`src/rtl/button_event_decoder_pkg.sv`:
```
// Shared types and default timing constants for the button event decoder
// and the game controller that configures it.
package button_event_decoder_pkg;

    typedef enum logic [2:0] {
        ST_IDLE   = 3'd0,
        ST_PRESS  = 3'd1,
        ST_LONG   = 3'd2,
        ST_WAIT   = 3'd3,
        ST_SECOND = 3'd4
    } state_t;

    localparam int DEF_LONG_CYCLES = 8;
    localparam int DEF_DOUBLE_GAP  = 6;
    localparam int DEF_CNT_W       = 16;
    localparam int PRESS_CNT_W     = 8;

endpackage

```
`src/rtl/button_event_decoder_edge_detect.sv`:
```
// Rise/fall detector on a level already synchronous to clk_i.
// The previous-sample register resets high so a level held through reset is not a rise.
module button_event_decoder_edge_detect (
    input  logic clk_i,
    input  logic rst_i,
    input  logic level_i,
    output logic rise_o,
    output logic fall_o
);

    logic prev_q;

    always_ff @(posedge clk_i or posedge rst_i) begin
        if (rst_i) begin
            prev_q <= 1'b1;
        end else begin
            prev_q <= level_i;
        end
    end

    assign rise_o = level_i & ~prev_q;
    assign fall_o = ~level_i & prev_q;

endmodule

```
`src/rtl/button_event_decoder.sv`:
```
// Classifies debounced button activity into press, long, click and double events.
// One shared counter times either the hold (PRESS) or the release gap (WAIT).
module button_event_decoder
    import button_event_decoder_pkg::*;
#(
    parameter int LONG_CYCLES = DEF_LONG_CYCLES,
    parameter int DOUBLE_GAP  = DEF_DOUBLE_GAP,
    parameter int CNT_W       = DEF_CNT_W
) (
    input  logic                   clk_i,
    input  logic                   rst_i,
    input  logic                   cleanb_i,
    output logic                   held_o,
    output logic                   press_pulse_o,
    output logic                   long_pulse_o,
    output logic                   click_pulse_o,
    output logic                   double_pulse_o,
    output logic [PRESS_CNT_W-1:0] press_count_o
);

    localparam logic [CNT_W-1:0] CNT_ONE = CNT_W'(1);
    localparam logic [CNT_W-1:0] LONG_TC = CNT_W'(LONG_CYCLES - 1);
    localparam logic [CNT_W-1:0] GAP_TC  = CNT_W'(DOUBLE_GAP);

    logic rise;
    logic fall;

    state_t                 state_q;
    logic [CNT_W-1:0]       cnt_q;
    logic                   held_q;
    logic                   press_q;
    logic                   long_q;
    logic                   click_q;
    logic                   double_q;
    logic [PRESS_CNT_W-1:0] press_count_q;

    button_event_decoder_edge_detect u_edge (
        .clk_i   (clk_i),
        .rst_i   (rst_i),
        .level_i (cleanb_i),
        .rise_o  (rise),
        .fall_o  (fall)
    );

    always_ff @(posedge clk_i or posedge rst_i) begin
        if (rst_i) begin
            state_q       <= ST_IDLE;
            cnt_q         <= '0;
            held_q        <= 1'b0;
            press_q       <= 1'b0;
            long_q        <= 1'b0;
            click_q       <= 1'b0;
            double_q      <= 1'b0;
            press_count_q <= '0;
        end else begin
            held_q   <= cleanb_i;
            press_q  <= 1'b0;
            long_q   <= 1'b0;
            click_q  <= 1'b0;
            double_q <= 1'b0;

            case (state_q)
                ST_IDLE: begin
                    if (rise) begin
                        state_q       <= ST_PRESS;
                        press_q       <= 1'b1;
                        cnt_q         <= CNT_ONE;
                        press_count_q <= press_count_q + 8'd1;
                    end
                end
                ST_PRESS: begin
                    if (fall) begin
                        state_q <= ST_WAIT;
                        cnt_q   <= CNT_ONE;
                    end else if (cleanb_i) begin
                        // counter holds at its terminal value instead of wrapping
                        if (cnt_q == LONG_TC) begin
                            state_q <= ST_LONG;
                            long_q  <= 1'b1;
                        end else begin
                            cnt_q <= cnt_q + CNT_ONE;
                        end
                    end
                end
                ST_LONG: begin
                    if (fall) begin
                        state_q <= ST_IDLE;
                        cnt_q   <= '0;
                    end
                end
                ST_WAIT: begin
                    // a press on the expiry edge still counts as the second press
                    if (rise) begin
                        state_q       <= ST_SECOND;
                        press_q       <= 1'b1;
                        double_q      <= 1'b1;
                        cnt_q         <= '0;
                        press_count_q <= press_count_q + 8'd1;
                    end else if (!cleanb_i) begin
                        if (cnt_q == GAP_TC) begin
                            state_q <= ST_IDLE;
                            click_q <= 1'b1;
                            cnt_q   <= '0;
                        end else begin
                            cnt_q <= cnt_q + CNT_ONE;
                        end
                    end
                end
                ST_SECOND: begin
                    if (fall) begin
                        state_q <= ST_IDLE;
                    end
                end
                default: begin
                    state_q <= ST_IDLE;
                    cnt_q   <= '0;
                end
            endcase
        end
    end

    assign held_o         = held_q;
    assign press_pulse_o  = press_q;
    assign long_pulse_o   = long_q;
    assign click_pulse_o  = click_q;
    assign double_pulse_o = double_q;
    assign press_count_o  = press_count_q;

endmodule

```
`config.mk`:
```
export PLATFORM = sky130hd
export DESIGN_NAME = button_event_decoder
export DESIGN_NICKNAME = d
export VERILOG_FILES = /design/src/rtl/button_event_decoder_pkg.sv /design/src/rtl/button_event_decoder_edge_detect.sv /design/src/rtl/button_event_decoder.sv
export SDC_FILE = /design/constraint.sdc
export NUM_CORES = 1
export LEC_CHECK = 0
export CAP_MARGIN = 15
export CORE_MARGIN = 2
export CORE_UTILIZATION = 42
export DETAILED_ROUTE_END_ITERATION = 16
export HOLD_SLACK_MARGIN = 0.03
export PLACE_DENSITY = 0.68
export RECOVER_POWER = 25
export SYNTH_ARGS = -nofsm -noshare
export SYNTH_HDL_FRONTEND = slang
export SYNTH_SLANG_ARGS = --single-unit
```
`constraint.sdc`:
```
create_clock -name clk_i -period 2.5 [get_ports clk_i]
set_input_delay 0.5 -clock clk_i [delete_from_list [all_inputs] [get_ports clk_i]]
set_output_delay 0.5 -clock clk_i [all_outputs]
set_load 0.02 [all_outputs]
```
==> impl_metrics.tcl <==
set metrics [dict create \
    tns_ns 0 \
    cts_resized 0 \
    fin_crit_sh_pct 90.8 \
    num_rows 23 \
    fmax_ghz 0.441 \
    final_cell_area_um2 2150 \
    ios 16 \
    critical_path_class "primary input to register" \
    die_x_um 69.0 \
    antenna_found_initial 0 \
    clk_pin_slew_worst_paths_ns 0.07 \
    yosys_warnings 0 \
    syn-instance-count 181 \
    endpoint_kind "register" \
    rr_endpoint "cnt_q[13]$_DFFE_PP0P_" \
    p_leak_uw 0.000921 \
    grt_usage_pct 17.5 \
    cp-start-kind "primary input" \
    fin_util_pct 53.3 \
    drc 0 \
    relSlewSlack_pct 6.38 \
    cts_hold_buffers 0 \
    reg2reg_from "cnt_q[6]$_DFFE_PP0P_" \
    min_period_ns 2.27 \
    grt_first_pass_wirelength_mm 6.80 \
    holdCritPathClass "register to register" \
    status "complete, no violations" \
    grt_start_max_net_pins 34 \
    hold_viol 0 \
    startpoint "cleanb_i" \
    cts_setup_buffers 0 \
    path_max_fanout 7 \
    wl_per_cell_um 14.8 \
    cts_tree "built" \
    regArea_um2 827 \
    syn-num-nets 187 \
    rsz0062_at_grt "no" \
    power_uw 1850 \
    cp-endpoint "cnt_q[14]$_DFFE_PP0P_" \
    crit_family "simple AND/OR/NAND/NOR gates" \
    clockBufferDepth 2 \
    drtPass1Iterations 4 \
    insertion_delay_ns 0.28 \
    grt.overflow.total 0 \
    worst_pin_slew_ns 1.40 \
    synth-async-reset-ratio_pct 100 \
    path_cells "clkdlybuf4s50_1, or4b_4, a21oi_4, o31ai_2, or4_1, a21oi_1" \
    gp_congestion 0.833 \
    max_cap_violations 0 \
    reg2reg_setup_slack_ns 0.31 \
    setup_viol 0 \
    synthFlopType "dfrtp_1" \
    skew_ns 0.00532 \
    avgSynthCellArea_um2 9.81 \
    final_cell_mix "dfrtp_1, nand2_1, clkdlybuf4s50_1" \
    drt_iter0_markers 71 \
    htreeDepth 2 \
    syn2layout_area_growth_pct 20.9 \
    final_antenna_net_count 0 \
    diodes 0 \
    netlist_area_um2 1780 \
    r2r_cells 6 \
    required_ns 2.71 \
    ys_ff_latch 33 \
    final.fill_count 362 \
    coreArea_um2 4030 \
    totalWireLength_mm 3.88 \
    cts.sinks 33 \
    critPathSlowestCell "or4_1" \
    multi_input_area_um2 881 \
    cts_buffers 5 \
    slowest_delay_ns 0.51 \
    final_common_cell "dfrtp_1" \
    initial_core_util_pct 44.1 \
    dp_hpwl_mm 2.89 \
    grt_pass1_vias 1448 \
    layout-drive-gt1-share_pct 15.1 \
    worstPathBufferInverterCount 1 \
    vias 1494 \
    clock-root-buffer "clkbuf_8" \
    io_buffers 15 \
    viasPerCell 5.70 \
    synth-edff-count 0 \
    crit_arrival_ns 2.48 \
    finalMaxSlewViolations 0 \
    cp.depth 6 \
    dieArea_um2 4760 \
    hold-worst-slack_ns 0.483 \
    place_area_um2 2070 \
    peakVddDrop_mv 0.370 \
    nNetsFinal 217 \
    die_y_um 69.0 \
    yosysSeqAreaShare_pct 46.6 \
    synthDistinctLibCells 46 \
    p_per_area_nw_per_um2 862 \
]
[Yosys cell counts (2+ instances only)]
cell type	number	area [µm²]
a211oi_2	2	25.0
a21oi_1	13	65.1
and2_1	2	12.5
and4_1	2	17.5
buf_2	3	15.0
clkbuf_1	2	7.51
dfrtp_1	32	801
ha_1	3	37.5
inv_1	9	33.8
mux2i_1	2	20.0
nand2_1	21	78.8
nand2b_1	2	12.5
nand3_1	3	15.0
nand4_1	10	62.6
nor2_1	5	18.8
nor3_1	5	25.0
nor3b_1	2	15.0
nor4_1	4	25.0
o211ai_1	4	30.0
o21ai_0	8	40.0
o31ai_1	4	30.0
or2_2	2	12.5
or3_1	7	43.8
or4_1	6	45.0
xnor2_1	3	26.3
xor2_1	5	43.8
[final cells by class]
type | instances | area share [%]
Timing Repair Buffer | 29 | 12.1
Clock inverter | 2 | 0.466
Multi-Input combinational cell | 133 | 41.0
Clock buffer | 6 | 3.38
Sequential cell | 33 | 38.5
Inverter | 9 | 1.57
Tap cell | 50 | 2.91
[worst min-delay path by stage]
stage	from	endpoint	slack (ns)	cells past startpoint
after floorplan	cnt_q[0]$_DFFE_PP0P_	cnt_q[0]$_DFFE_PP0P_	0.49	2
after global placement	press_count_o[7]$_DFFE_PP0P_	press_count_o[7]$_DFFE_PP0P_	0.46	1
after detailed placement	press_count_o[7]$_DFFE_PP0P_	press_count_o[7]$_DFFE_PP0P_	0.47	1
after CTS	press_count_o[7]$_DFFE_PP0P_	press_count_o[7]$_DFFE_PP0P_	0.49	1
after global routing	press_count_o[7]$_DFFE_PP0P_	press_count_o[7]$_DFFE_PP0P_	0.53	1
final	press_count_o[7]$_DFFE_PP0P_	press_count_o[7]$_DFFE_PP0P_	0.48	1
[per-stage QoR]
| stage | worst slack (ns) | std cells |
|---|---|---|
| 2_1_floorplan | 0.524 | 181 |
| 3_3_place_gp | -0.00422 | 254 |
| 3_5_place_dp | -0.0730 | 254 |
| 4_1_cts | 0.239 | 262 |
| 5_1_grt | 0.0945 | 262 |
| 6_report | 0.230 | 262 |
[sequential cells by signal, indices dropped and copies added (netlist names)]
register / cells
click_pulse_o: 1
cnt_q: 16
double_pulse_o: 1
held_o: 1
long_pulse_o: 1
press_count_o: 8
press_pulse_o: 1
state_q: 3
u_edge.prev_q: 1
[where the power goes]
part	total, µW	internal, µW	leakage [µW]	switching (µW)
logic	716	338	0.000436	378
clock network	384	193	0.0000450	191
registers	752	621	0.000440	131
total	1850	1150	0.000921	700
[per-layer routing]
metal	global-route usage (%)	wire [µm]	up-vias
met1	24.1	1820	708
met5	0	0	-
li1	-	-	730
met4	7.84	54	0
met3	3.22	214	5
met2	26.9	1800	51
[kinds of logic after synthesis]
family                   count (synthesis)  share of synthesized area [%]
AO/OA/AOI/OAI                           43                           17.1
XOR/XNOR                                 8                           3.95
adder cells (fa/ha/maj)                  3                           2.11
buffers and inverters                   15                           3.81
flip-flops                              33                           46.6
multiplexers                             3                           1.76
AND/OR/NAND/NOR                         76                           24.7
(Power assumes the default switching activity.)
